--- src/rtl/call_register_if.sv ---
// Bundles the buttons, serve strobe and call outputs of the call register.
// The slave modport is the call register itself; the master modport is the
// controller or bench that drives buttons and serve strobes.
interface call_register_if #(
    parameter int FLOORS = 8
);
    logic [FLOORS-1:0] btn_cab;
    logic [FLOORS-2:0] btn_up;
    logic [FLOORS-1:1] btn_down;
    logic [3:0]        current_floor;
    logic              serve_valid;
    logic [3:0]        serve_floor;
    logic [1:0]        serve_dir;
    logic [FLOORS-1:0] cab_calls;
    logic [FLOORS-2:0] up_calls;
    logic [FLOORS-1:1] down_calls;
    logic              call_above;
    logic              call_below;
    logic              call_here;
    logic              any_call;

    modport master (
        output btn_cab, btn_up, btn_down, current_floor,
        output serve_valid, serve_floor, serve_dir,
        input  cab_calls, up_calls, down_calls,
        input  call_above, call_below, call_here, any_call
    );

    modport slave (
        input  btn_cab, btn_up, btn_down, current_floor,
        input  serve_valid, serve_floor, serve_dir,
        output cab_calls, up_calls, down_calls,
        output call_above, call_below, call_here, any_call
    );
endinterface

--- src/rtl/call_register.sv ---
// Elevator call register: synchronises and debounces cabin and hall buttons,
// turns accepted presses into pending call bits, clears them on serve
// strobes and summarises pending calls relative to the cabin position.
//
// Serve handshake: serve_valid is a one-cycle strobe with no ready/back-
// pressure; it is always consumed on the edge where it is sampled high.
// A strobe naming a floor outside 0..FLOORS-1 is dropped. On the same bit a
// serve clear wins over a press event, and the press is lost.
module call_register #(
    parameter int FLOORS    = 8,
    parameter int DEBOUNCE  = 4,
    parameter int CANCEL_EN = 1
) (
    input  logic            clock,
    input  logic            an_reset,
    call_register_if.slave  bus
);

    // Flattened button layout: cabin [F-1:0], up [2F-2:F], down [3F-3:2F-1].
    localparam int NB     = 3 * FLOORS - 2;
    localparam int UP_LO  = FLOORS;
    localparam int DN_OFF = 2 * FLOORS - 2;

    logic [NB-1:0]     raw;
    logic [NB-1:0]     sync1_q;
    logic [NB-1:0]     sync2_q;
    logic [NB-1:0]     acc_q;
    logic [NB-1:0]     acc_prev_q;
    logic [7:0]        cnt_q [NB];
    logic [NB-1:0]     press;

    logic [FLOORS-1:0] cab_q;
    logic [FLOORS-1:0] cab_d;
    logic [FLOORS-2:0] up_q;
    logic [FLOORS-2:0] up_d;
    logic [FLOORS-1:1] down_q;
    logic [FLOORS-1:1] down_d;

    logic              serve_hit;
    logic              floor_ok;
    logic [FLOORS-1:0] pend;
    logic              above;
    logic              below;
    logic              here;

    assign raw = {bus.btn_down, bus.btn_up, bus.btn_cab};

    // Two-flop synchroniser on every raw button bit.
    always_ff @(posedge clock or negedge an_reset) begin
        if (!an_reset) begin
            sync1_q <= '0;
            sync2_q <= '0;
        end else begin
            sync1_q <= raw;
            sync2_q <= sync1_q;
        end
    end

    // Per-button debounce: count cycles the synchronised level disagrees
    // with the accepted level; adopt it once the count reaches DEBOUNCE.
    always_ff @(posedge clock or negedge an_reset) begin
        if (!an_reset) begin
            acc_q      <= '0;
            acc_prev_q <= '0;
            for (int i = 0; i < NB; i++) begin
                cnt_q[i] <= '0;
            end
        end else begin
            acc_prev_q <= acc_q;
            for (int i = 0; i < NB; i++) begin
                if (sync2_q[i] == acc_q[i]) begin
                    cnt_q[i] <= '0;
                end else if (cnt_q[i] == 8'(DEBOUNCE - 1)) begin
                    acc_q[i] <= sync2_q[i];
                    cnt_q[i] <= '0;
                end else begin
                    cnt_q[i] <= cnt_q[i] + 8'd1;
                end
            end
        end
    end

    // One-cycle press event on each rising edge of an accepted level.
    assign press = acc_q & ~acc_prev_q;

    assign serve_hit = bus.serve_valid && ({1'b0, bus.serve_floor} < 5'(FLOORS));

    // Next call state: press sets (cabin may toggle), serve clear overrides.
    always_comb begin
        cab_d  = cab_q;
        up_d   = up_q;
        down_d = down_q;
        for (int f = 0; f < FLOORS; f++) begin
            if (press[f]) begin
                if (!cab_q[f]) begin
                    cab_d[f] = 1'b1;
                end else if (CANCEL_EN != 0) begin
                    cab_d[f] = 1'b0;
                end
            end
            if (serve_hit && (bus.serve_floor == 4'(f))) begin
                cab_d[f] = 1'b0;
            end
        end
        for (int f = 0; f < FLOORS - 1; f++) begin
            if (press[UP_LO + f]) begin
                up_d[f] = 1'b1;
            end
            if (serve_hit && bus.serve_dir[0] && (bus.serve_floor == 4'(f))) begin
                up_d[f] = 1'b0;
            end
        end
        for (int f = 1; f < FLOORS; f++) begin
            if (press[DN_OFF + f]) begin
                down_d[f] = 1'b1;
            end
            if (serve_hit && bus.serve_dir[1] && (bus.serve_floor == 4'(f))) begin
                down_d[f] = 1'b0;
            end
        end
    end

    // Registered pending call vectors.
    always_ff @(posedge clock or negedge an_reset) begin
        if (!an_reset) begin
            cab_q  <= '0;
            up_q   <= '0;
            down_q <= '0;
        end else begin
            cab_q  <= cab_d;
            up_q   <= up_d;
            down_q <= down_d;
        end
    end

    // Per-floor pending flag merged from all three call vectors.
    always_comb begin
        pend                = cab_q;
        pend[FLOORS-2:0]    = pend[FLOORS-2:0] | up_q;
        pend[FLOORS-1:1]    = pend[FLOORS-1:1] | down_q;
    end

    assign floor_ok = {1'b0, bus.current_floor} < 5'(FLOORS);

    // Direction summary relative to the cabin; silent when off the shaft.
    always_comb begin
        above = 1'b0;
        below = 1'b0;
        here  = 1'b0;
        if (floor_ok) begin
            for (int f = 0; f < FLOORS; f++) begin
                if (f > int'(bus.current_floor)) begin
                    above = above | pend[f];
                end else if (f < int'(bus.current_floor)) begin
                    below = below | pend[f];
                end else begin
                    here = here | pend[f];
                end
            end
        end
    end

    assign bus.cab_calls  = cab_q;
    assign bus.up_calls   = up_q;
    assign bus.down_calls = down_q;
    assign bus.call_above = above;
    assign bus.call_below = below;
    assign bus.call_here  = here;
    assign bus.any_call   = |pend;

endmodule
--- src/flat_wrapper.sv ---
// flat-port wrapper written by rule: the top's interface ports become plain ports
module call_register_flat 
#(
    parameter int FLOORS    = 8,
    parameter int DEBOUNCE  = 4,
    parameter int CANCEL_EN = 1
)
  (clock, an_reset, bus_btn_cab, bus_btn_up, bus_btn_down, bus_current_floor, bus_serve_valid, bus_serve_floor, bus_serve_dir, bus_cab_calls, bus_up_calls, bus_down_calls, bus_call_above, bus_call_below, bus_call_here, bus_any_call);
  call_register_if #(.FLOORS(FLOORS)) bus_i ();
  input  logic clock;
  input  logic an_reset;
  input wire logic [$bits(bus_i.btn_cab)-1:0] bus_btn_cab;
  input wire logic [$bits(bus_i.btn_up)-1:0] bus_btn_up;
  input wire logic [$bits(bus_i.btn_down)-1:0] bus_btn_down;
  input wire logic [$bits(bus_i.current_floor)-1:0] bus_current_floor;
  input wire logic [$bits(bus_i.serve_valid)-1:0] bus_serve_valid;
  input wire logic [$bits(bus_i.serve_floor)-1:0] bus_serve_floor;
  input wire logic [$bits(bus_i.serve_dir)-1:0] bus_serve_dir;
  output wire logic [$bits(bus_i.cab_calls)-1:0] bus_cab_calls;
  output wire logic [$bits(bus_i.up_calls)-1:0] bus_up_calls;
  output wire logic [$bits(bus_i.down_calls)-1:0] bus_down_calls;
  output wire logic [$bits(bus_i.call_above)-1:0] bus_call_above;
  output wire logic [$bits(bus_i.call_below)-1:0] bus_call_below;
  output wire logic [$bits(bus_i.call_here)-1:0] bus_call_here;
  output wire logic [$bits(bus_i.any_call)-1:0] bus_any_call;
  assign bus_i.btn_cab = bus_btn_cab;
  assign bus_i.btn_up = bus_btn_up;
  assign bus_i.btn_down = bus_btn_down;
  assign bus_i.current_floor = bus_current_floor;
  assign bus_i.serve_valid = bus_serve_valid;
  assign bus_i.serve_floor = bus_serve_floor;
  assign bus_i.serve_dir = bus_serve_dir;
  assign bus_cab_calls = bus_i.cab_calls;
  assign bus_up_calls = bus_i.up_calls;
  assign bus_down_calls = bus_i.down_calls;
  assign bus_call_above = bus_i.call_above;
  assign bus_call_below = bus_i.call_below;
  assign bus_call_here = bus_i.call_here;
  assign bus_any_call = bus_i.any_call;
  call_register #(.FLOORS(FLOORS), .DEBOUNCE(DEBOUNCE), .CANCEL_EN(CANCEL_EN)) u_core (.clock(clock), .an_reset(an_reset), .bus(bus_i));
endmodule
--- config.mk ---
export PLATFORM = sky130hd
export DESIGN_NAME = call_register_flat
export DESIGN_NICKNAME = d
export VERILOG_FILES = /design/src/rtl/call_register_if.sv /design/src/rtl/call_register.sv /design/src/flat_wrapper.sv
export SDC_FILE = /design/constraint.sdc
export NUM_CORES = 1
export LEC_CHECK = 0
export ABC_AREA = 1
export BUFFER_PORTS_ARGS = -buffer_cell sky130_fd_sc_hd__buf_2
export CORE_AREA = 2 2 191 156
export CTS_BUF_LIST = sky130_fd_sc_hd__clkbuf_4 sky130_fd_sc_hd__clkbuf_8 sky130_fd_sc_hd__clkbuf_16
export DETAILED_ROUTE_END_ITERATION = 16
export DIE_AREA = 0 0 193 158
export MAX_ROUTING_LAYER = met4
export PLACE_DENSITY = 0.69
export SKIP_CTS_REPAIR_TIMING = 1
export SLEW_MARGIN = 20
export SYNTH_ARGS = -nofsm -noshare
export SYNTH_HDL_FRONTEND = slang
export SYNTH_SLANG_ARGS = --single-unit
--- constraint.sdc ---
create_clock -name clock -period 1.7 [get_ports clock]
set_clock_uncertainty 0.1 [all_clocks]
set_input_delay 0.17 -clock clock [delete_from_list [all_inputs] [get_ports clock]]
set_output_delay 0.17 -clock clock [all_outputs]
set_load 0.1 [all_outputs]
==> results.txt <==
row cnt = 56
detailed placer's ending HPWL = 17.8 mm
Root Buffer = clkbuf_16
die extent in x = 193 um
Area Overhead vs Synth = 22.0%
area of the die = 0.0305 mm2
CTS Sinks = 286
Worst setup SP type = flip-flop
Initial DRC Count = 591
outcome = complete, but fails checks
Clk pin slew, worst setup/hold paths = 0.06 ns
CTS max path bufs = 3
GR Overflow Total = 0
drc violations = 0
max-cap viol count = 0
Final min period = 2.21 ns
share of cells above drive strength 1 = 0.168
DR vias/cell = 4.75
Worst Hold End = u_core.bus.cab_calls[2]$_DFFE_PN0P_
Initial Util = 0.441
Clock Latency Late Sink = 0.58 ns
yosys synthesis warning count = 0
sequential area share after synthesis = 0.565
Min-Delay Path Class = input pin to flip-flop
Setup violations, final = 4
#FFs+latches synth = 286
initial antenna violation count = 0
RSZ-0062 raised after global routing = true
Hold Crit Depth = 5
total number of vias = 9422
arrival time at the worst endpoint = 1.94 ns
P_leak = 7.02 nW
synthesized instance count = 1419
area taken by flip-flops and latches = 0.00720 mm2
R2R Path End = u_core.bus.up_calls[3]$_DFFE_PN0P_
Final Max Slew Viols = 0
Fillers = 2539
Highest Clock Rate = 0.452 GHz
ant diodes = 0
Die Span Y = 158 um
Post-Syn Nets = 1476
reg-to-reg slack, setup = 0.14 ns
Cell Area, Synth = 0.0127 mm2
worst r2r src = u_core.bus.up_calls[3]$_DFFE_PN0P_
Slew headroom = 0.649
Multi-input gate area = 0.00469 mm2
dpl cell area = 0.0139 mm2
vias in the first global route = 8985
total I/O pin count = 61
Pwr Density = 1340 mW/mm2
pin count of the biggest net entering global routing = 55
I/O Buffers = 60
Setup CP Type = flip-flop to output port
Antenna Nets Post-Route = 0
final wirelength = 25.1 mm
min setup slack post-route = -0.514 ns
R2R depth = 4
total power = 0.0207 W
Finished Cell Area = 0.0154 mm2
H-tree depth = 1
Fin Hold WS = -0.0868 ns
CTS tree = built
Avg Cell Area, Syn = 8.93 um2
post-synthesis cell type count = 23
GRT Total Usage = 0.175
CP max FO = 2
failing checks = hold timing, setup timing
Critical Path RT = 1.43 ns
Worst-Margin Slew = 0.530 ns
Nets = 1642
first-pass GRT wire length = 42.3 mm
first-pass detailed-route iteration total = 5
crit share post-route = 1.30
hold path startpoint = bus_serve_floor[3]
Worst VDD drop = 0.944 mV
routability cong. = 0.849
Fin. Hold Viols = 9
critical path capture point type = output port
CTS Buf Count = 29
average wire per standard cell = 12.6 um
Core ar. = 0.0287 mm2
-- layout by cell type, fill, tap and decap left out, drive strengths merged, types with 29 or more instances in the layout --
master       synthesis  final
clkbuf               0     45
nand3               97     97
buf                  2     97
nor2               257    257
a21oi               54     54
dlygate4sd3          0     35
nand4               50     50
nand2              217    217
o21ai               87     87
inv                244    244
nor3                29     29
dfrtp              286    286
-- registers in the layout, summed over array words and instances (netlist names) --
| register | count |
|---|---|
| u_core.acc_prev_q | 22 |
| u_core.bus.cab_calls | 8 |
| u_core.bus.down_calls | 7 |
| u_core.sync1_q | 22 |
| u_core.cnt_q | 176 |
| u_core.acc_q | 22 |
| u_core.sync2_q | 22 |
| u_core.bus.up_calls | 7 |
-- worst max-delay path by stage --
stage / startpoint / endpoint / slack (ns) / cells after the start
4_1_cts: u_core.bus.up_calls[3]$_DFFE_PN0P_ / bus_call_here / -0.73 / 8
2_1_floorplan: u_core.bus.up_calls[1]$_DFFE_PN0P_ / bus_any_call / -0.57 / 6
6_report: u_core.bus.down_calls[1]$_DFFE_PN0P_ / bus_any_call / -0.51 / 7
3_3_place_gp: bus_current_floor[3] / bus_call_here / -0.14 / 10
3_5_place_dp: bus_current_floor[3] / bus_call_here / -0.15 / 10
5_1_grt: u_core.bus.down_calls[1]$_DFFE_PN0P_ / bus_any_call / -0.63 / 7
-- report_power, final --
| part | total [W] | switching [W] | internal, W |
|---|---|---|---|
| sequential | 0.00914 | 0.00108 | 0.00806 |
| clock | 0.00649 | 0.00271 | 0.00378 |
| combinational | 0.00509 | 0.00337 | 0.00172 |
| total | 0.0207 | 0.00716 | 0.0136 |
-- synth_stat cells --
master      n  share of area
a21oi_1    54          0.021
a31o_2      1        0.00069
a31oi_1    14         0.0069
buf_2       2        0.00079
dfrtp_1   286           0.57
ha_1       22          0.022
inv_1     242          0.072
inv_2       2        0.00059
nand2_1   216          0.064
nand2_2     1        0.00049
nand3_1    58          0.023
nand3_2    39          0.031
nand4_1    50          0.025
nor2_1    236          0.070
nor2_2     21          0.010
nor3_1     29          0.011
nor3b_1     1        0.00059
o21ai_0    52          0.021
o21ai_1    34          0.013
o21ai_2     1        0.00069
o21bai_2    5         0.0044
xnor2_1    26          0.018
xor2_1     27          0.019
-- layout make-up --
type                    instances  area share
repair buffers                137      0.0761
clock buffers                  40      0.0544
well taps                     377      0.0305
multi-input cells             887       0.304
clock inverters                14     0.00972
inverters                     244      0.0595
flip-flops and latches        286       0.466
-- kinds of logic (layout without fill, tap and decap cells) --
logic type,count (synthesis),count (layout),share of synthesized area
AO/OA/AOI/OAI,161,161,0.0681
adder cells (fa/ha/maj),22,22,0.0217
buffers and inverters,246,435,0.0731
flip-flops,286,286,0.565
XOR/XNOR,53,53,0.0367
AND/OR/NAND/NOR,651,651,0.235
-- metal layers --
| metal | track usage | share of wire | vias up |
|---|---|---|---|
| met5 | - | 0 | - |
| met4 | 0.0372 | 0.023 | 0 |
| met3 | 0.0328 | 0.038 | 45 |
| met2 | 0.278 | 0.47 | 126 |
| met1 | 0.235 | 0.47 | 4418 |
| li1 | - | - | 4833 |
-- worst max-delay path, cell delays in order, from the launching register on --
cell and delay (ns):
dfrtp_4 0.48, nor2_4 0.12, nand2_2 0.07, inv_2 0.07
nand3_2 0.07, nor3_2 0.18, nand4_1 0.18, buf_12 0.22
-- per-stage QoR --
step                std cells  setup TNS, ns  utilization  setup WS (ns)
detailed placement       1894         -0.283        0.483         -0.149
finish                   1985          -1.85        0.538         -0.514
CTS                      1948          -4.08        0.517         -0.734
global route             1985          -2.26        0.538         -0.630
floorplan                1419          -1.01            -         -0.568
global placement         1894         -0.226        0.483         -0.138
Power figures use the tool's default switching activity.
